### src/rtl/la_deglitch.sv
// Synchronizing deglitch filter for slow asynchronous pad-level controls.
// A change on a is accepted only after cfg_hold+2 equal synchronized samples.
module la_deglitch #(
   parameter int SYNC     = 2,
   parameter int CW       = 8,
   parameter bit RESETVAL = 1'b0,
   parameter     PROP     = "DEFAULT"
) (
   input  logic          clk,
   input  logic          nreset,
   input  logic          a,
   input  logic          en,
   input  logic [CW-1:0] cfg_hold,
   output logic          z,
   output logic          rise,
   output logic          fall,
   output logic          busy
);

   localparam logic [0:0] STABLE  = 1'b0;
   localparam logic [0:0] QUALIFY = 1'b1;

   logic [SYNC-1:0] sync_q;
   logic            s;
   logic [0:0]      state;
   logic [CW-1:0]   cnt;

   // PROP only steers cell selection in mapped flows; every value behaves identically here.
   if (PROP == "") begin : g_prop_empty
   end

   // Synchronizer runs independently of en so s is always current on enable.
   always_ff @(posedge clk or negedge nreset) begin
      if (!nreset) begin
         sync_q <= {SYNC{RESETVAL}};
      end else begin
         sync_q <= {sync_q[SYNC-2:0], a};
      end
   end

   assign s    = sync_q[SYNC-1];
   assign busy = (state == QUALIFY);

   always_ff @(posedge clk or negedge nreset) begin
      if (!nreset) begin
         state <= STABLE;
         cnt   <= '0;
         z     <= RESETVAL;
         rise  <= 1'b0;
         fall  <= 1'b0;
      end else begin
         rise <= 1'b0;
         fall <= 1'b0;
         case (state)
            STABLE: begin
               cnt <= '0;
               if (en && (s != z)) begin
                  state <= QUALIFY;
               end
            end
            QUALIFY: begin
               if (!en || (s == z)) begin
                  state <= STABLE;
                  cnt   <= '0;
               end else if (cnt >= cfg_hold) begin
                  // >= lets a lowered threshold accept on the very next edge.
                  z     <= s;
                  rise  <= s;
                  fall  <= ~s;
                  state <= STABLE;
                  cnt   <= '0;
               end else begin
                  cnt <= cnt + 1'b1;
               end
            end
            default: begin
               state <= STABLE;
               cnt   <= '0;
            end
         endcase
      end
   end

endmodule

### config.mk
export PLATFORM = sky130hd
export DESIGN_NAME = la_deglitch
export DESIGN_NICKNAME = d
export VERILOG_FILES = /design/src/rtl/la_deglitch.sv
export SDC_FILE = /design/constraint.sdc
export NUM_CORES = 1
export LEC_CHECK = 0
export CORE_MARGIN = 2
export CORE_UTILIZATION = 49
export CTS_CLUSTER_DIAMETER = 50
export DETAILED_ROUTE_END_ITERATION = 7
export HOLD_SLACK_MARGIN = 0.15
export PLACE_DENSITY = 0.77
export SETUP_SLACK_MARGIN = 0.3
export SYNTH_ARGS = -nofsm -noshare
export SYNTH_HDL_FRONTEND = slang
export SYNTH_SLANG_ARGS = --single-unit
### constraint.sdc
create_clock -name clk -period 2.24 [get_ports clk]
set_clock_uncertainty 0.2 [all_clocks]
set_input_delay 0.336 -clock clk [delete_from_list [all_inputs] [get_ports clk]]
set_output_delay 0.336 -clock clk [all_outputs]
set_load 0.01 [all_outputs]
==> run metrics, run 1 <==
Crit Reg-Reg Endpoint=cnt[3]$_DFF_PN0_; most frequent cells in the layout=13 x dfrtp_1, 7 x clkdlybuf4s50_1, 7 x dlymetal6s2s_1; startpoint of the worst hold path=sync_q[0]$_DFF_PN0_; CP Data Arrival Time=2.02 ns; largest net degree at the start of global routing=15; Synth Cell Area=793.3 sq um; Reg-to-Reg Start=cnt[0]$_DFF_PN0_; final-stage net count=116; Slew @ Worst Pin=0.6035 ns; kind of critical path=flop to flop; fmax=0.4972 GHz; Die H=44.24 microns; RSZ-0062 raised after global routing=true; Post-Syn Nets=93; share of the synthesized area in the top cell type=0.4416; Period Utilization, post-route=0.8978; Final ANT Viol Nets=0; CTS tree=done; Wirelength per Cell=14.06 microns; sequential fraction of the synthesis area=0.4416; Worst-path clk slew=0.08 ns; Worst R2R Path Depth=7; Worst Hold Class=flop to flop; CP required=2.25 ns; GR Util All Layers=0.1804; final setup violation count=0; first-pass GRT wire length=2470 microns; post-place instance area=959.7 sq um; crit path max fanout=8; synthesis-stage register bit count=14; MaxCap Viol Count=0; die span in x=44.24 microns; I/O pins=16; initial antenna violation count=0; Hold WS=0.1542 ns; layout cells sized above 1=0.3723; Layout area overhead=44.16%; Congestion Overflow GR=0; Root Buffer=clkbuf_4; Worst Setup SP=cnt[0]$_DFF_PN0_; DRT Pass-1 Iters=2; Num CTS Buffers=3; Clock Latency Late Sink=0.28 ns; Cells after DPL=103; Vias/cell=5.045; Synth Warn #=0; # diodes=0; hold path cells=0; Syn Area/Cell=11.02 sq um; max_slew headroom=0.5964; status=complete, no violations; Max VDD drop=0.0005104 V; CP Launch Type=flop; P_leak=0.5724 nW; Total Wirelength=1547 microns; Worst Hold End=sync_q[1]$_DFF_PN0_; cell taking the most area after synthesis=dfrtp_1; CTS Sinks=14; vias in the first global route=543; DP HPWL=1109 microns; Power Density=432.1 nW/um^2; total core area=1506 sq um; DRC=0; Buffers on Ports=15; Reg2Reg Setup Slack=0.23 ns; Finished Cell Area=1144 sq um; row count=14; most common cell after layout, fill and taps aside=dfrtp_1; CTS Buffer Depth=2; post-route non-filler standard cell count=110; Critical Path End Type=flop; GPL Wtd Cong=0.7191; largest cells by area after synthesis=dfrtp_1 44%, ha_1 14%, xor2_1 4.4%; die footprint=1957 sq um; count of pins over their slew limit=0; final hold violations=0; H-tree depth=1; count of cell types in the netlist=23; Initial DRC Count=5; via count=555; Synth Instances=72; min cycle time layout=2.011 ns; Starting Density=0.5266
-- Yosys cell counts --
| library cell | count |
|---|---|
| nor2_2 | 5 |
| xnor2_1 | 3 |
| a21oi_1 | 2 |
| and3_1 | 2 |
| buf_6 | 1 |
| dfrtp_1 | 14 |
| nand3_1 | 4 |
| o21a_1 | 2 |
| nand4_1 | 1 |
| o31ai_2 | 1 |
| nand2_1 | 3 |
| ha_1 | 9 |
| nor2_1 | 4 |
| or2_1 | 1 |
| nand2b_4 | 1 |
| nor2_4 | 1 |
| and3_2 | 1 |
| xor2_1 | 4 |
| a2111oi_4 | 1 |
| a21o_1 | 1 |
| nor3b_1 | 1 |
| a211o_1 | 1 |
| inv_1 | 9 |
-- flip-flops by register name (all words and copies together) (netlist names) --
register  count
busy          1
cnt           8
fall          1
rise          1
sync_q        2
z             1
-- worst max-delay path by stage --
stage / endpoint
after floorplan: cnt[2]$_DFF_PN0_
after global placement: cnt[1]$_DFF_PN0_
after detailed placement: cnt[2]$_DFF_PN0_
after CTS: cnt[3]$_DFF_PN0_
after global routing: cnt[3]$_DFF_PN0_
final: cnt[3]$_DFF_PN0_
-- critical path: stages (launching register included) --
cell and delay [ns]:
dfrtp_1 0.36, inv_1 0.05, ha_1 0.26, nand2b_4 0.15
a2111oi_4 0.36, o31ai_4 0.10, or2_4 0.34, nor2_2 0.12
-- logic make-up (layout without fill, tap and decap cells) --
family / Yosys count / after routing / share of synthesized area
flip-flops: 14 / 14 / 0.4416
XOR/XNOR: 7 / 7 / 0.07729
adder cells (fa/ha/maj): 9 / 9 / 0.1420
AO/OA/AOI/OAI: 8 / 8 / 0.1025
AND/OR/NAND/NOR: 24 / 24 / 0.1798
buffers and inverters: 10 / 32 / 0.05678
-- what timing repair did --
action | 4_1_cts | 5_1_grt
resized for setup | 7 | 24
setup buffers | 1 | 2
hold buffers | 0 | 0
endpoints found under the setup margin | 10 | 11
cloned | 0 | 0
pin swaps | 7 | 17
-- area by class of cell --
cell class,count,area [sq um]
clock buffer,4,36.28
fill,104,362.8
inverter,9,33.78
multi-input combinational,48,501.7
sequential,14,351.6
tap,16,20.02
timing repair buffer,19,200.2
-- metrics by stage --
stage | util | total power [mW] | TNS (ns) | setup slack (ns)
3_5_place_dp | 0.6370 | 0.3172 | -2.175 | -0.2667
3_3_place_gp | 0.6370 | 0.3151 | -1.973 | -0.2407
5_1_grt | 0.7591 | 0.5176 | 0 | 0.1479
6_report | 0.7591 | 0.4941 | 0 | 0.2289
2_1_floorplan | - | 0.2877 | 0 | 0.3105
4_1_cts | 0.6802 | 0.4923 | 0 | 0.1957
-- layer usage --
| metal | global-route usage | share of wire | wire [microns] |
|---|---|---|---|
| met3 | 0.07347 | 0.040 | 62 |
| met5 | 0 | 0 | 0 |
| met1 | 0.2269 | 0.40 | 620 |
| met4 | 0.01818 | 0 | 0 |
| met2 | 0.3029 | 0.56 | 864 |
-- power by group --
group	leakage (nW)	total, mW	internal, mW	switching [mW]
Sequential	0.188	0.259	0.256	0.00338
Combinational	0.363	0.0612	0.0338	0.0275
Clock	0.0210	0.173	0.0989	0.0746
Total	0.572	0.494	0.389	0.105
No activity file was read; power rests on OpenSTA's default activity.
==> inputs of run 2 (changes only) <==
--- a/config.mk
+++ b/config.mk
@@ -5,6 +5,7 @@
 export SDC_FILE = /design/constraint.sdc
 export NUM_CORES = 1
 export LEC_CHECK = 0
+export ABC_AREA = 1
 export CORE_MARGIN = 2
 export CORE_UTILIZATION = 49
 export CTS_CLUSTER_DIAMETER = 50
==> run metrics, run 2 <==
Power Density=482.2 nW/um^2 (was 432.1 nW/um^2); internal power=0.3826 mW (was 0.3887 mW); Max VDD drop=0.0003151 V (was 0.0005104 V); synthesis-stage register bit count=14 (unchanged); Critical Path End Type=flop (unchanged); flip-flop count of the largest register after layout=8 (unchanged); Logic pwr share=0.103 (was 0.124); layout cells sized above 1=0.1154 (was 0.3723); total core area=1524 sq um (was 1506 sq um); final setup violation count=0 (unchanged); MaxCap Viol Count=0 (unchanged); count of pins over their slew limit=0 (unchanged); Buffers on Ports=15 (unchanged); largest net degree at the start of global routing=15 (unchanged); Overall Power=0.4918 mW (was 0.4941 mW); M3 GR Usage=0.03673 (was 0.07347); Post-Syn Nets=106 (was 93); Psw=0.1092 mW (was 0.1054 mW); number of flops mapped to enable cells by yosys=0 (unchanged); P_leak=0.5237 nW (was 0.5724 nW); Commonest cells post-synth=15 x inv_1, 14 x dfrtp_1, 13 x nand2_1, 10 x nor2_1, 9 x ha_1 (was 14 x dfrtp_1, 9 x ha_1, 9 x inv_1, 5 x nor2_2); Vias/cell=4.875 (was 5.045); GPL Wtd Cong=0.7262 (was 0.7191); grt met2 use=0.2529 (was 0.3029); Synth Warn #=0 (unchanged); CTS Buffer Depth=2 (unchanged); DP HPWL=1056 microns (was 1109 microns); post-layout util=0.6691 (was 0.7591); most frequent cell after synthesis=inv_1 (was dfrtp_1); cell taking the most area after synthesis=dfrtp_1 (unchanged); grt met1 use=0.1947 (was 0.2269); CTS Sinks=14 (unchanged); # diodes=0 (unchanged); fmax=0.5462 GHz (was 0.4972 GHz); Congestion Overflow GR=0 (unchanged); status=complete, no violations (unchanged); largest cells by area after synthesis=dfrtp_1 44%, ha_1 14%, inv_1 7.0% (was dfrtp_1 44%, ha_1 14%, xor2_1 4.4%); Sum Neg Setup Slack=0 ns (unchanged); kind of critical path=input pin to flop (was flop to flop); share of the synthesized area in the top cell type=0.4382 (was 0.4416); post-route non-filler standard cell count=120 (was 110); Setup Buffers After CTS=0 (was 1); Starting Density=0.5246 (was 0.5266); final hold violations=0 (unchanged); GR Util All Layers=0.1578 (was 0.1804); Post-synth ARST share=1.000 (unchanged); RSZ-0062 raised after global routing=false (was true); via count=585 (was 555); row count=14 (unchanged); most frequent cells in the layout=15 x inv_1, 15 x clkdlybuf4s50_1, 14 x dfrtp_1 (was 13 x dfrtp_1, 7 x clkdlybuf4s50_1, 7 x dlymetal6s2s_1); Root Buffer=clkbuf_4 (unchanged); max_slew headroom=0.5949 (was 0.5964); crit path max fanout=3 (was 8); Total Wirelength=1296 microns (was 1547 microns); dominant synthesized flop cell=dfrtp_1 (unchanged); die span in x=44.40 microns (was 44.24 microns); count of cell types in the netlist=18 (was 23); switching share of power=0.2220 (was 0.2133); CTS tree=done (unchanged); Initial DRC Count=3 (was 5); gr busiest metal=met2 (unchanged); Final ANT Viol Nets=0 (unchanged); Slew @ Worst Pin=0.6057 ns (was 0.6035 ns); CP Data Arrival Time=1.81 ns (was 2.02 ns); final-stage net count=126 (was 116); CP required=2.22 ns (was 2.25 ns); CP Launch Type=input pin (was flop); Top reg by flops=cnt (unchanged); Syn Area/Cell=9.406 sq um (was 11.02 sq um); sequential fraction of the synthesis area=0.4382 (was 0.4416); vias in the first global route=544 (was 543); Worst Hold Class=flop to flop (unchanged); Synth Instances=85 (was 72); Wirelength per Cell=10.80 microns (was 14.06 microns); Clk pwr share=0.371 (was 0.351); Period Utilization, post-route=0.8174 (was 0.8978); Clock Latency Late Sink=0.28 ns (about the same); Synth Cell Area=799.5 sq um (was 793.3 sq um); I/O pins=16 (unchanged); min cycle time layout=1.831 ns (was 2.011 ns); initial antenna violation count=0 (unchanged); Cells after DPL=116 (was 103); Layout area overhead=27.54% (was 44.16%); Worst-path clk slew=0.08 ns (about the same); Seq pwr share=0.526 (was 0.525); first-pass GRT wire length=2214 microns (was 2470 microns); DRT Pass-1 Iters=2 (unchanged); Num CTS Buffers=3 (unchanged); Largest regs=cnt: 8 flops, sync_q: 2 flops (unchanged); DRC=0 (unchanged); Die H=44.40 microns (was 44.24 microns); die footprint=1971 sq um (was 1957 sq um); H-tree depth=1 (unchanged)
[run 2: cell count changes after synthesis, moves of 2 or more]
cell / previous run / this run
xnor2_1: 3 / 1
and3_1: 2 / 0
nor2_1: 4 / 10
nand2_1: 3 / 13
inv_1: 9 / 15
nor2_2: 5 / 2
o21a_1: 2 / 0
[run 2: kinds of logic (layout without fill, tap and decap cells)]
group                    Yosys count  count (layout)  share of synthesized area
AO/OA/AOI/OAI                      4               4                    0.02817
AND/OR/NAND/NOR                   37              37                     0.2567
flip-flops                        14              14                     0.4382
buffers and inverters             15              34                    0.07042
adder cells (fa/ha/maj)            9               9                     0.1408
XOR/XNOR                           6               6                    0.06573
[run 2: what timing repair did]
item | 4_1_cts | 5_1_grt
hold endpoints to repair | 0 | 0
gates resized for setup | 0 | 2
endpoints found under the setup margin | 0 | 2
hold buffers | 0 | 0
[run 2: path summary, 6_finish.rpt]
kind	start	to	slack, ns	cells after the start
min in group asynchronous	nreset	cnt[6]$_DFF_PN0_	0.23	1
worst max register to register	cnt[7]$_DFF_PN0_	z$_DFFE_PN0P_	0.55	8
max in group asynchronous	nreset	cnt[0]$_DFF_PN0_	1.22	1
worst max-delay path	cfg_hold[7]	z$_DFFE_PN0P_	0.41	10
worst min register to register	sync_q[0]$_DFF_PN0_	sync_q[1]$_DFF_PN0_	0.16	0
worst min-delay path	sync_q[0]$_DFF_PN0_	sync_q[1]$_DFF_PN0_	0.16	0
[run 2: layout make-up]
| cell class | instances | area [sq um] |
|---|---|---|
| sequential | 14 | 350.3 |
| fill | 123 | 504.2 |
| multi-input combinational | 56 | 406.6 |
| clock buffer | 4 | 36.28 |
| timing repair buffer | 15 | 150.1 |
| inverter | 15 | 56.30 |
| tap | 16 | 20.02 |
[run 2: routing by layer]
metal / up-vias / wire length, microns
li1: 306 / -
met1: 267 / 597
met2: 9 / 641
met3: 3 / 34
met4: 0 / 23
met5: - / 0
[run 2: power by group through the flow]
stage	Combinational [mW]	Clock, mW	Sequential (mW)
5_1_grt	0.0575	0.199	0.259
3_5_place_dp	0.0497	0	0.264
6_report	0.0507	0.183	0.259
4_1_cts	0.0501	0.186	0.259
2_1_floorplan	0.0193	0	0.264
3_3_place_gp	0.0480	0	0.264
[run 2: critical path, cell delays in order]
cell and delay [ns]:
clkdlybuf4s50_1 0.45, inv_1 0.04, ha_1 0.29, nand2_1 0.08, nor2_2 0.19, nand2_1 0.15
nand3_2 0.10, nand2_1 0.07, nand2_1 0.06, nand2_1 0.04
[run 2: through the flow]
stage	area [sq um]	hold WS, ns	worst slack [ns]
2_1_floorplan	799.5	-0.1596	0.6628
3_3_place_gp	969.7	0.1384	0.08879
3_5_place_dp	969.7	0.1420	0.07277
4_1_cts	1006	0.1610	0.3626
5_1_grt	1020	0.1645	0.2961
6_report	1020	0.1577	0.4091
==> inputs of run 3 (changes only) <==
==> constraint.sdc (replaced) <==
create_clock -name clk -period 1.8 [get_ports clk]
set_clock_uncertainty 0.2 [all_clocks]
set_input_delay 0.27 -clock clk [delete_from_list [all_inputs] [get_ports clk]]
set_output_delay 0.27 -clock clk [all_outputs]
set_load 0.01 [all_outputs]
==> run metrics, run 3 (synthesized netlist as in run 2, its figures left out) <==
status=complete, no violations (unchanged); Crit Reg-Reg Endpoint=cnt[0]$_DFF_PN0_ (was z$_DFFE_PN0P_); critical-path cell list=ha_4 > nand2_1 > nand2_1 > nand2_1 > nand2_1 > nand2_2 > nand4_4 > nor2_2 (was clkdlybuf4s50_1 > inv_1 > ha_1 > nand2_1 > nor2_2 > nand2_1 > nand3_2 > nand2_1 > nand2_1 > nand2_1); Clk pwr share=0.356 (was 0.371); die footprint=1971 sq um (unchanged); switching share of power=0.2422 (was 0.2220); die span in x=44.40 microns (unchanged); CP endpoint=cnt[0]$_DFF_PN0_ (was z$_DFFE_PN0P_); initial antenna violation count=0 (unchanged); Critical Path End Type=flop (unchanged); FILL cells=98 (was 123); min cycle time layout=1.700 ns; MaxCap Viol Count=0 (unchanged); max_slew headroom=0.8592 (was 0.5949); Congestion Overflow GR=0 (unchanged); Logic pwr share=0.139 (was 0.103); via count=726 (was 585); layout cells sized above 1=0.4696 (was 0.1154); CP peak stage delay=0.43 ns (was 0.45 ns); Layout area overhead=55.24% (was 27.54%); Reg2Reg Setup Slack=0.10 ns (was 0.55 ns); CTS tree=done (unchanged); # diodes=0 (unchanged); P_leak=0.5973 nW (was 0.5237 nW); Worst Hold Class=flop to flop (unchanged); Clock Latency Late Sink=0.29 ns (was 0.28 ns); H-tree depth=1 (unchanged); count of pins over their slew limit=0 (unchanged); RSZ-0062 raised after global routing=true (was false); Power Density=516.8 nW/um^2 (was 482.2 nW/um^2); crit path max fanout=8 (was 3); final-stage net count=137 (was 126); Num CTS Buffers=3 (unchanged); Final ANT Viol Nets=0 (unchanged); CP Launch Type=flop (was input pin); Seq pwr share=0.504 (was 0.526); Period Utilization, post-route=0.9442; total core area=1524 sq um (unchanged); CP Data Arrival Time=1.71 ns (was 1.81 ns); DRT Pass-1 Iters=4 (was 2); CTS Sinks=14 (unchanged); flip-flop count of the largest register after layout=8 (unchanged); Psw=0.1554 mW (was 0.1092 mW); Slew @ Worst Pin=0.2104 ns (was 0.6057 ns); post-layout util=0.8145 (was 0.6691); Max VDD drop=0.0004690 V (was 0.0003151 V); Largest regs=cnt: 8 flops, sync_q: 2 flops (unchanged); Root Buffer=clkbuf_4 (unchanged); most common cell after layout, fill and taps aside=dfrtp_1; Worst Setup SP=cnt[1]$_DFF_PN0_ (was cfg_hold[7]); Multi-input gate area=554.3 sq um (was 406.6 sq um); Initial DRC Count=30 (was 3); fmax=0.5884 GHz; Buffers on Ports=15 (unchanged); vias in the first global route=687 (was 544); Worst-path clk slew=0.08 ns (about the same); internal power=0.4861 mW (was 0.3826 mW); GPL Wtd Cong=0.7422 (was 0.7262); DP HPWL=1127 microns (was 1056 microns); I/O pins=16 (unchanged); largest net degree at the start of global routing=15 (unchanged); most frequent cells in the layout=12 x dfrtp_1, 11 x dlygate4sd2_1, 10 x buf_4 (was 15 x inv_1, 15 x clkdlybuf4s50_1, 14 x dfrtp_1); Starting Density=0.5246 (unchanged); Wirelength per Cell=16.21 microns (was 10.80 microns); slowest cell on the critical path=dfrtp_1 (was clkdlybuf4s50_1); cell mode on critical path=nand2_1 (unchanged); DRC=0 (unchanged); row count=14 (unchanged); Worst R2R Path Depth=8 (unchanged); CTS Buffer Depth=2 (unchanged); final hold violations=0 (unchanged); Sum Neg Setup Slack=0 ns (unchanged); Total Wirelength=2124 microns (was 1296 microns); GR Util All Layers=0.2194 (was 0.1578); final setup violation count=0 (unchanged); CP required=1.81 ns (was 2.22 ns); first-pass GRT wire length=2987 microns (was 2214 microns); kind of critical path=flop to flop (was input pin to flop); Die H=44.40 microns (unchanged); Top reg by flops=cnt (unchanged); Reg-to-Reg Start=cnt[1]$_DFF_PN0_ (was cnt[7]$_DFF_PN0_); Vias/cell=5.542 (was 4.875); Reg area=352.8 sq um (was 350.3 sq um)
==> run 3: cell count changes in the layout (fill, tap and decap cells not counted), sizes merged <==
cell	change
dlygate4sd3	+1
buf	+10
dlygate4sd2	+11
clkdlybuf4s50	-11
==> run 3: power groups by stage <==
stage                     clock, mW  sequential (mW)  combinational [mW]
after global placement            0            0.328              0.0642
after global routing          0.247            0.324              0.0963
after floorplan                   0            0.328              0.0241
after detailed placement          0            0.328              0.0663
final                         0.229            0.323              0.0894
after CTS                     0.227            0.322              0.0772
==> run 3: critical path, delay by kind of cell (launching register included) <==
kind | cells | cell delay (ns)
adder cells (fa/ha/maj) | 1 | 0.26
flip-flops | 1 | 0.43
AND/OR/NAND/NOR | 7 | 0.74
==> run 3: worst min path at each step <==
stage                             start             endpoint  slack [ns]  depth (start not counted)
global placement    sync_q[0]$_DFF_PN0_  sync_q[1]$_DFF_PN0_        0.14                          0
detailed placement  sync_q[0]$_DFF_PN0_  sync_q[1]$_DFF_PN0_        0.15                          0
floorplan                        nreset       busy$_DFF_PN0_       -0.23                          0
global route        sync_q[0]$_DFF_PN0_  sync_q[1]$_DFF_PN0_        0.19                          0
CTS                 sync_q[0]$_DFF_PN0_  sync_q[1]$_DFF_PN0_        0.17                          0
finish              sync_q[0]$_DFF_PN0_  sync_q[1]$_DFF_PN0_        0.18                          0
==> run 3: repair_timing <==
action / 4_1_cts / 5_1_grt
buffers inserted: 5 / 3
gates resized for setup: 35 / 13
endpoints found under the hold margin: 14 / 0
hold buffers: 1 / 0
setup endpoints to repair: 16 / 12
pin swaps: 20 / 12
==> run 3: per-stage QoR <==
step | setup WS [ns] | power [mW] | hold WS, ns | cell area, sq um | std cells
2_1_floorplan | 0.2510 | 0.3525 | -0.2256 | 804.5 | 85
3_3_place_gp | -0.2064 | 0.3924 | 0.1389 | 989.7 | 118
3_5_place_dp | -0.2292 | 0.3948 | 0.1510 | 989.7 | 118
4_1_cts | 0.1474 | 0.6261 | 0.1686 | 1172 | 128
5_1_grt | 0.01695 | 0.6667 | 0.1850 | 1241 | 131
6_report | 0.1004 | 0.6415 | 0.1764 | 1241 | 131
==> run 3: final cells by class <==
| class | instances | area share |
|---|---|---|
| well taps | 16 | 0.01613 |
| repair buffers | 26 | 0.1784 |
| clock buffers | 4 | 0.02923 |
| inverters | 15 | 0.04536 |
| flip-flops and latches | 14 | 0.2843 |
| multi-input cells | 56 | 0.4466 |
==> run 3: metal layers <==
layer	share of wire	vias up	track usage
li1	-	328	-
met1	0.33	345	0.2281
met2	0.54	41	0.4059
met3	0.074	12	0.07347
met4	0.050	0	0.07879
met5	0	-	0
